### config.mk
export PLATFORM = sky130hd
export DESIGN_NAME = reg_window_buf_flat
export DESIGN_NICKNAME = d
export VERILOG_FILES = /design/src/rtl/reg_window_buf_if.sv /design/src/rtl/reg_window_buf.sv /design/src/flat_wrapper.sv
export SDC_FILE = /design/constraint.sdc
export NUM_CORES = 1
export LEC_CHECK = 0
export ABC_AREA = 1
export CAP_MARGIN = 15
export CORE_MARGIN = 10
export CORE_UTILIZATION = 40
export CTS_CLUSTER_SIZE = 25
export DETAILED_ROUTE_END_ITERATION = 7
export GPL_TIMING_DRIVEN = 0
export PLACE_DENSITY_LB_ADDON = 0.2
export SLEW_MARGIN = 20
export SYNTH_ARGS = -nofsm -noshare
export SYNTH_HDL_FRONTEND = slang
export SYNTH_SLANG_ARGS = --single-unit
### constraint.sdc
create_clock -name clk -period 1.5 [get_ports clk]
set_input_delay 0.225 -clock clk [delete_from_list [all_inputs] [get_ports clk]]
set_output_delay 0.225 -clock clk [all_outputs]
set_load 0.05 [all_outputs]
### src/rtl/reg_window_buf_if.sv
// Bundle for the lane window: serial in, parallel load, rotate, window out.
// slave = buffer side, master = producer/consumer side.
interface reg_window_buf_if #(
  parameter int WIDTH = 32,
  parameter int DEPTH = 4
);
  localparam int CW = $clog2(DEPTH + 1);

  logic                   clr;
  logic                   in_valid;
  logic                   in_ready;
  logic [WIDTH-1:0]       in_data;
  logic [DEPTH-1:0]       ld_en;
  logic [DEPTH*WIDTH-1:0] ld_data;
  logic                   rot;
  logic [DEPTH*WIDTH-1:0] out_data;
  logic                   out_valid;
  logic                   out_ready;
  logic [CW-1:0]          fill_cnt;

  modport slave (
    input  clr, in_valid, in_data,
    input  ld_en, ld_data, rot, out_ready,
    output in_ready, out_data,
    output out_valid, fill_cnt
  );

  modport master (
    output clr, in_valid, in_data,
    output ld_en, ld_data, rot, out_ready,
    input  in_ready, out_data,
    input  out_valid, fill_cnt
  );
endinterface

### src/rtl/reg_window_buf.sv
// DEPTH x WIDTH lane window: serial shift-in, per-lane load, rotate.
// Ports: clk, rst (sync, active-high), bus (reg_window_buf_if.slave).
module reg_window_buf #(
  parameter int WIDTH = 32,
  parameter int DEPTH = 4,
  parameter bit SLIDE = 1'b0
) (
  input logic             clk,
  input logic             rst,
  reg_window_buf_if.slave bus
);
  localparam int CW = $clog2(DEPTH + 1);
  localparam logic [CW-1:0] FULL = CW'(DEPTH);

  logic [WIDTH-1:0] lane_q [DEPTH];
  logic [WIDTH-1:0] lane_d [DEPTH];
  logic [CW-1:0]    fill_q;
  logic [CW-1:0]    fill_d;

  logic out_vld;
  logic in_rdy;
  logic accept;
  logic consume;
  logic any_ld;
  logic all_ld;

  assign out_vld = (fill_q == FULL);
  assign any_ld  = |bus.ld_en;
  assign all_ld  = &bus.ld_en;
  assign consume = out_vld && bus.out_ready;

  assign in_rdy = !rst && !bus.clr && !any_ld
               && !bus.rot
               && (SLIDE || !out_vld
                   || bus.out_ready);
  assign accept = bus.in_valid && in_rdy;

  always_comb begin
    for (int i = 0; i < DEPTH; i++)
      lane_d[i] = lane_q[i];
    fill_d = fill_q;

    if (bus.clr) begin
      for (int i = 0; i < DEPTH; i++)
        lane_d[i] = '0;
      fill_d = '0;
    end else if (any_ld) begin
      for (int i = 0; i < DEPTH; i++)
        if (bus.ld_en[i])
          lane_d[i] = bus.ld_data[i*WIDTH +: WIDTH];
      if (all_ld)
        fill_d = FULL;
      else if (!SLIDE && consume)
        fill_d = '0;
    end else if (bus.rot) begin
      for (int i = 0; i < DEPTH - 1; i++)
        lane_d[i] = lane_q[i+1];
      lane_d[DEPTH-1] = lane_q[0];
      if (!SLIDE && consume)
        fill_d = '0;
    end else if (accept) begin
      for (int i = 0; i < DEPTH - 1; i++)
        lane_d[i] = lane_q[i+1];
      lane_d[DEPTH-1] = bus.in_data;
      // block mode: the accepted word opens the next window
      if (!SLIDE && consume)
        fill_d = CW'(1);
      else if (fill_q != FULL)
        fill_d = fill_q + 1'b1;
    end else if (!SLIDE && consume) begin
      fill_d = '0;
    end
  end

  always_ff @(posedge clk) begin
    if (rst) begin
      for (int i = 0; i < DEPTH; i++)
        lane_q[i] <= '0;
      fill_q <= '0;
    end else begin
      for (int i = 0; i < DEPTH; i++)
        lane_q[i] <= lane_d[i];
      fill_q <= fill_d;
    end
  end

  always_comb begin
    bus.out_data = '0;
    for (int i = 0; i < DEPTH; i++)
      bus.out_data[i*WIDTH +: WIDTH] = lane_q[i];
  end

  assign bus.in_ready  = in_rdy;
  assign bus.out_valid = out_vld;
  assign bus.fill_cnt  = fill_q;
endmodule

### src/flat_wrapper.sv
// flat-port wrapper written by rule: the top's interface ports become plain ports
module reg_window_buf_flat 
#(
  parameter int WIDTH = 32,
  parameter int DEPTH = 4,
  parameter bit SLIDE = 1'b0
)
  (clk, rst, bus_clr, bus_in_valid, bus_in_data, bus_ld_en, bus_ld_data, bus_rot, bus_out_ready, bus_in_ready, bus_out_data, bus_out_valid, bus_fill_cnt);
  reg_window_buf_if #(.WIDTH(WIDTH), .DEPTH(DEPTH)) bus_i ();
  input logic clk;
  input logic rst;
  input wire logic [$bits(bus_i.clr)-1:0] bus_clr;
  input wire logic [$bits(bus_i.in_valid)-1:0] bus_in_valid;
  input wire logic [$bits(bus_i.in_data)-1:0] bus_in_data;
  input wire logic [$bits(bus_i.ld_en)-1:0] bus_ld_en;
  input wire logic [$bits(bus_i.ld_data)-1:0] bus_ld_data;
  input wire logic [$bits(bus_i.rot)-1:0] bus_rot;
  input wire logic [$bits(bus_i.out_ready)-1:0] bus_out_ready;
  output wire logic [$bits(bus_i.in_ready)-1:0] bus_in_ready;
  output wire logic [$bits(bus_i.out_data)-1:0] bus_out_data;
  output wire logic [$bits(bus_i.out_valid)-1:0] bus_out_valid;
  output wire logic [$bits(bus_i.fill_cnt)-1:0] bus_fill_cnt;
  assign bus_i.clr = bus_clr;
  assign bus_i.in_valid = bus_in_valid;
  assign bus_i.in_data = bus_in_data;
  assign bus_i.ld_en = bus_ld_en;
  assign bus_i.ld_data = bus_ld_data;
  assign bus_i.rot = bus_rot;
  assign bus_i.out_ready = bus_out_ready;
  assign bus_in_ready = bus_i.in_ready;
  assign bus_out_data = bus_i.out_data;
  assign bus_out_valid = bus_i.out_valid;
  assign bus_fill_cnt = bus_i.fill_cnt;
  reg_window_buf #(.WIDTH(WIDTH), .DEPTH(DEPTH), .SLIDE(SLIDE)) u_core (.clk(clk), .rst(rst), .bus(bus_i));
endmodule
# == After elaboration in Yosys (flattened, before gate mapping) ==
# Memory sizes are Yosys's and may differ from the RTL's.
# Cells that the tools add are included.
# totals
reg_bits,3
mem_bits_rw,128
in_bits,170
out_inout_bits,133
word_cells,47
n_memories,1
# classes
addsub,1
eq_ne,3
n_mux,22
bitwise_logic,4
n_reduce_logical,15
# memory_table
memory,depth,width,rd,rd_clocked_by_memory_dff,wr,line_no,text
u_core.lane_q,4,32,4,0,4,reg_window_buf.sv:15,logic [WIDTH-1:0] lane_q [DEPTH];
# op_table
op,count
$mux W128,4
$mux W32,8
$mux W3,7
$logic_and A1 B1 Y1,6
$logic_not A1 Y1,5
$ne A5 B5 Y1 const B,1
$or A1 B1 Y1,4
$reduce_and A4 Y1,1
$reduce_or A4 Y1,1
$add A3 B1 Y3 const B,1
$eq A3 B3 Y1 const B,1
$mux W1,3
$ne A3 B3 Y1 const B,1
$reduce_or A2 Y1,1
$logic_or A1 B1 Y1,1

# == Logic depth before layout (Yosys ltp) ==
# depth
word_depth,11
mapped_depth,12
mapped_depth_nobuf,11

# == Worst setup path after synthesis ==
# Ideal clock, no wire load.
# synth_path
kind,register to register
start,"register u_core.fill_q[0], in the netlist u_core.bus.fill_cnt[0]"
end,"register u_core.fill_q[2], in the netlist u_core.bus.fill_cnt[2]"
setup_ns,0.070
t_arrival_ns,2.168
required_time_ns,1.430
setup_slack_ns,-0.738
path_stages_with_launch,10
path_buffers,0
synth_period_minus_slack_ns,2.238
cell_sequence,dfxtp_1 > inv_1 > ha_1 > nand3_1 > nand2_1 > nor2_1 > nand3_1 > nand2_1 > nand2_1 > a21oi_1
# synth_via
elab_chain_len,8
word_cells_on_any_way,16
cone_classes,add/sub (1); eq/ne (3); mux (7); reduce/logical (5)
# synth_lines
item,line_no,text
"start, declared",reg_window_buf.sv:17,logic [CW-1:0] fill_q;
"start signal, assigned",reg_window_buf.sv:83,fill_q <= fill_d;
$eq A3 B3 Y1 *,reg_window_buf.sv:27,assign out_vld = (fill_q == FULL);
$logic_not A1 Y1 *,reg_window_buf.sv:34,&& (SLIDE || !out_vld
$logic_or A1 B1 Y1 *,reg_window_buf.sv:35,|| bus.out_ready);
$logic_and A1 B1 Y1 *,reg_window_buf.sv:34,
named net bus_in_ready,flat_wrapper.sv:19,output wire logic [$bits(bus_i.in_ready)-1:0] bus_in_ready;
$logic_and A1 B1 Y1 *,reg_window_buf.sv:36,assign accept = bus.in_valid && in_rdy;
$mux W3,reg_window_buf.sv:61,end else if (accept) begin
$mux W3,reg_window_buf.sv:55,end else if (bus.rot) begin
$mux W3,reg_window_buf.sv:47,end else if (any_ld) begin
# The timed path passes the listed nets; every way through them passes the cells marked *. The select of a mux whose other input is x is not followed.
# A chain may end at the register's enable or synchronous reset.

==> key figures <==
Global routing
  • GR Util met1: 0.308
  • Initial antenna violation count: 2
  • Met3 usage: 0.0882
  • Gr usage total: 0.264
  • Largest net degree at the start of global routing: 17
  • Grt ovf: 0
  • Busiest grt layer: met2
  • Vias in the first global route: 8614
  • Met2 Usage GRT: 0.440
  • First-pass GRT wire length: 49900 um

Setup path
  • Critical path type: flop to flop
  • Critical path startpoint category: flop
  • Worst EP required: roughly 1.8 ns
  • CP Launch Point: u_core.bus.fill_cnt[1]
  • Critical R2R Launch: u_core.bus.fill_cnt[1]
  • Reg2reg path depth: 12
  • CP endpoint kind: flop
  • Flop-to-flop setup slack: -0.21 ns
  • CP Data Arrival Time: 2.05 ns
  • Crit-path max FO: 7

Status
  • Status: finished with violations
  • Failing checks: setup timing

Synth
  • Post-Syn Nets: about 1400
  • Yosys cell types: 22
  • Register area share after synthesis: 0.348
  • Yosys warning count: 0
  • Post-Syn Area per Cell: between 6 and 7 um^2
  • Synthesized area: 0.00754 mm^2
  • Synthesized flop and latch total: 131
  • Cells after synthesis: ~1200

Power and ir drop
  • Sw Ratio: 0.311
  • Combinational fraction of design power: 0.255
  • LEAKAGE: 5.74 nW
  • Seq pwr share: 0.357
  • Internal power: about 7.3 mW
  • Net Switching: 3.30 mW
  • Final Power: roughly 11 mW
  • Clock share of power: 0.387
  • Pwr Density: 857 mW/mm^2
  • Peak supply drop: 849 uV

STA
  • Fin Hold WS: 0.352 ns
  • Final period util: 1.14
  • RSZ-0062 raised after global routing: yes
  • Final TNS setup: -19.01 ns
  • Rel. slew slack: 0.593
  • Fmax: 584 MHz
  • Slew @ Worst Pin: 0.611 ns
  • Slew Limit Fails: 0
  • Setup Viol. Count Final: 132
  • Final worst slack: -0.212 ns
  • Minimum clock period: ~1.7 ns
  • Layout Skew: 0.00720 ns
  • Final hold vios: 0

Layout
  • Area growth from synthesis to layout: 64.5%
  • Multi-input logic area: 0.00453 mm^2
  • Nets@finish: between 1500 and 2000
  • Ratio of cells with drive above 1 in the final layout: 0.191
  • Flip-flop and latch area: roughly 0.0026 mm^2
  • Fill count: 1743
  • Final std cells w/o fill: 1833

Place
  • Placed cells: 1776
  • I/O Buffers: 301
  • HPWL Detailed: 25900 um
  • Routability cong.: 0.890
  • Setup WS pre-CTS: -1.00 ns

Clock tree
  • CTS Root Buffer Type: clkbuf_16
  • Clock Path Buffers: 2
  • Clock-pin slew on the worst setup and hold paths: 0.06 ns
  • H-Tree Depth: 4
  • Skew-Pair Late Insertion Delay: about 0.43 ns
  • CTS tree: built
  • Hold_buf cts: 0
  • CTS buffer count: 17
  • Clock sinks: 131

Die
  • Die area: 0.0247 mm^2
  • Die X-Extent: 157 um
  • Row cnt: 50
  • Core box area: 0.0186 mm^2
  • Effective utilization at floorplan: 0.404
  • Die height: ~160 um
  • Ports: 303

Detailed routing
  • Vias: 8986
  • 1st-pass router iterations: 5
  • Routed len/inst: 18.7 um
  • Final WL: about 34000 um
  • Vias per cell: slightly below 5
  • Post-route ant nets: 0
  • Initial detailed-routing violation count: approximately 560
  • DRC Markers: 0

Worst hold path
  • HP Start: bus_ld_en[2]
  • Worst min-delay path class: input pin to flop
  • Hold Crit Depth: 4

Run
  • Max cap viols: 0
==> path summary, 6_finish.rpt <==
| path | endpoint |
|---|---|
| worst max-delay path | u_core.lane_q[2][25] |
| worst min-delay path | u_core.bus.fill_cnt[0] |
| worst max register to register | u_core.lane_q[2][25] |
| worst min register to register | u_core.lane_q[0][13] |
==> cells by family after synthesis <==
group	synth area share
DFF	0.348
and+or+nand+nor	0.540
adders and majority gates	0.00332
buffers and inverters	0.0736
AOI/OAI and AO/OA	0.0355
==> timing repair <==
| item | CTS | global route |
|---|---|---|
| gates cloned | 9 | 7 |
| setup buffers | 7 | 5 |
| pin swaps | 6 | 14 |
| setup endpoints to repair | 262 | 136 |
| gates resized for setup | 503 | 60 |
==> cells in the mapped netlist, drive strengths merged <==
| library cell | n | area, um^2 |
|---|---|---|
| a21boi | 32 | 240 |
| a211oi | 1 | 7.51 |
| nand2 | 560 | 2110 |
| inv | 14 | 52.6 |
| clkbuf | 43 | 161 |
| o21ai | 2 | 10.0 |
| nand3 | 38 | 195 |
| nand4 | 1 | 6.26 |
| nor2 | 267 | 1010 |
| ha | 2 | 25.0 |
| nand3b | 96 | 721 |
| dfxtp | 131 | 2620 |
| or2 | 4 | 25.0 |
| buf | 48 | 340 |
| a21oi | 2 | 10.0 |
==> power by group through the flow <==
stage	registers, mW	clock network [mW]	logic, mW
after floorplan	4.40	0	0.919
after global placement	3.86	0	2.55
after detailed placement	3.87	0	2.57
after CTS	3.79	4.13	2.64
after global routing	3.81	4.28	2.93
final	3.80	4.12	2.71
==> area by class of cell <==
class | instances | area share
multi-input cells | 1005 | 0.365
repair buffers | 328 | 0.288
flip-flops and latches | 131 | 0.212
plain buffers | 87 | 0.0582
clock buffers | 22 | 0.0375
well taps | 234 | 0.0236
clock inverters | 10 | 0.00868
inverters | 14 | 0.00626
diodes | 2 | 0.000404
==> cells in the final DEF, fill, tap and decap left out, drive strengths merged, types with 11 or more instances in the layout <==
master / instances
inv: 11
nand3: 38
clkdlybuf4s15: 126
a21boi: 32
nand3b: 96
nor2: 267
buf: 71
clkbuf: 70
clkdlybuf4s50: 166
dfxtp: 131
nand2: 560
==> registers in the layout (all words and copies together) (netlist names) <==
register and flops:
u_core.bus.fill_cnt 3, u_core.lane_q 128
==> metal layers <==
metal	wire, um	share of wire
met2	16400	0.48
met4	804	0.023
met1	14100	0.41
met5	0	0
met3	3020	0.088
==> critical path, stage by stage, from the launching register on <==
cell	delay, ns
dfxtp_4	0.36
inv_4	0.04
ha_4	0.15
nand2_4	0.07
nor2_4	0.04
nor2_4	0.12
nand3_4	0.11
nand2_8	0.15
buf_12	0.16
buf_12	0.12
nand3b_1	0.14
nand2_1	0.10
nor2_1	0.05
==> metrics by stage <==
step | util | area (um^2)
floorplan | - | 7580
global placement | 0.584 | 10900
detailed placement | 0.584 | 10900
CTS | 0.644 | 12000
global route | 0.665 | 12400
finish | 0.665 | 12400
No activity file was read; power rests on OpenSTA's default activity.
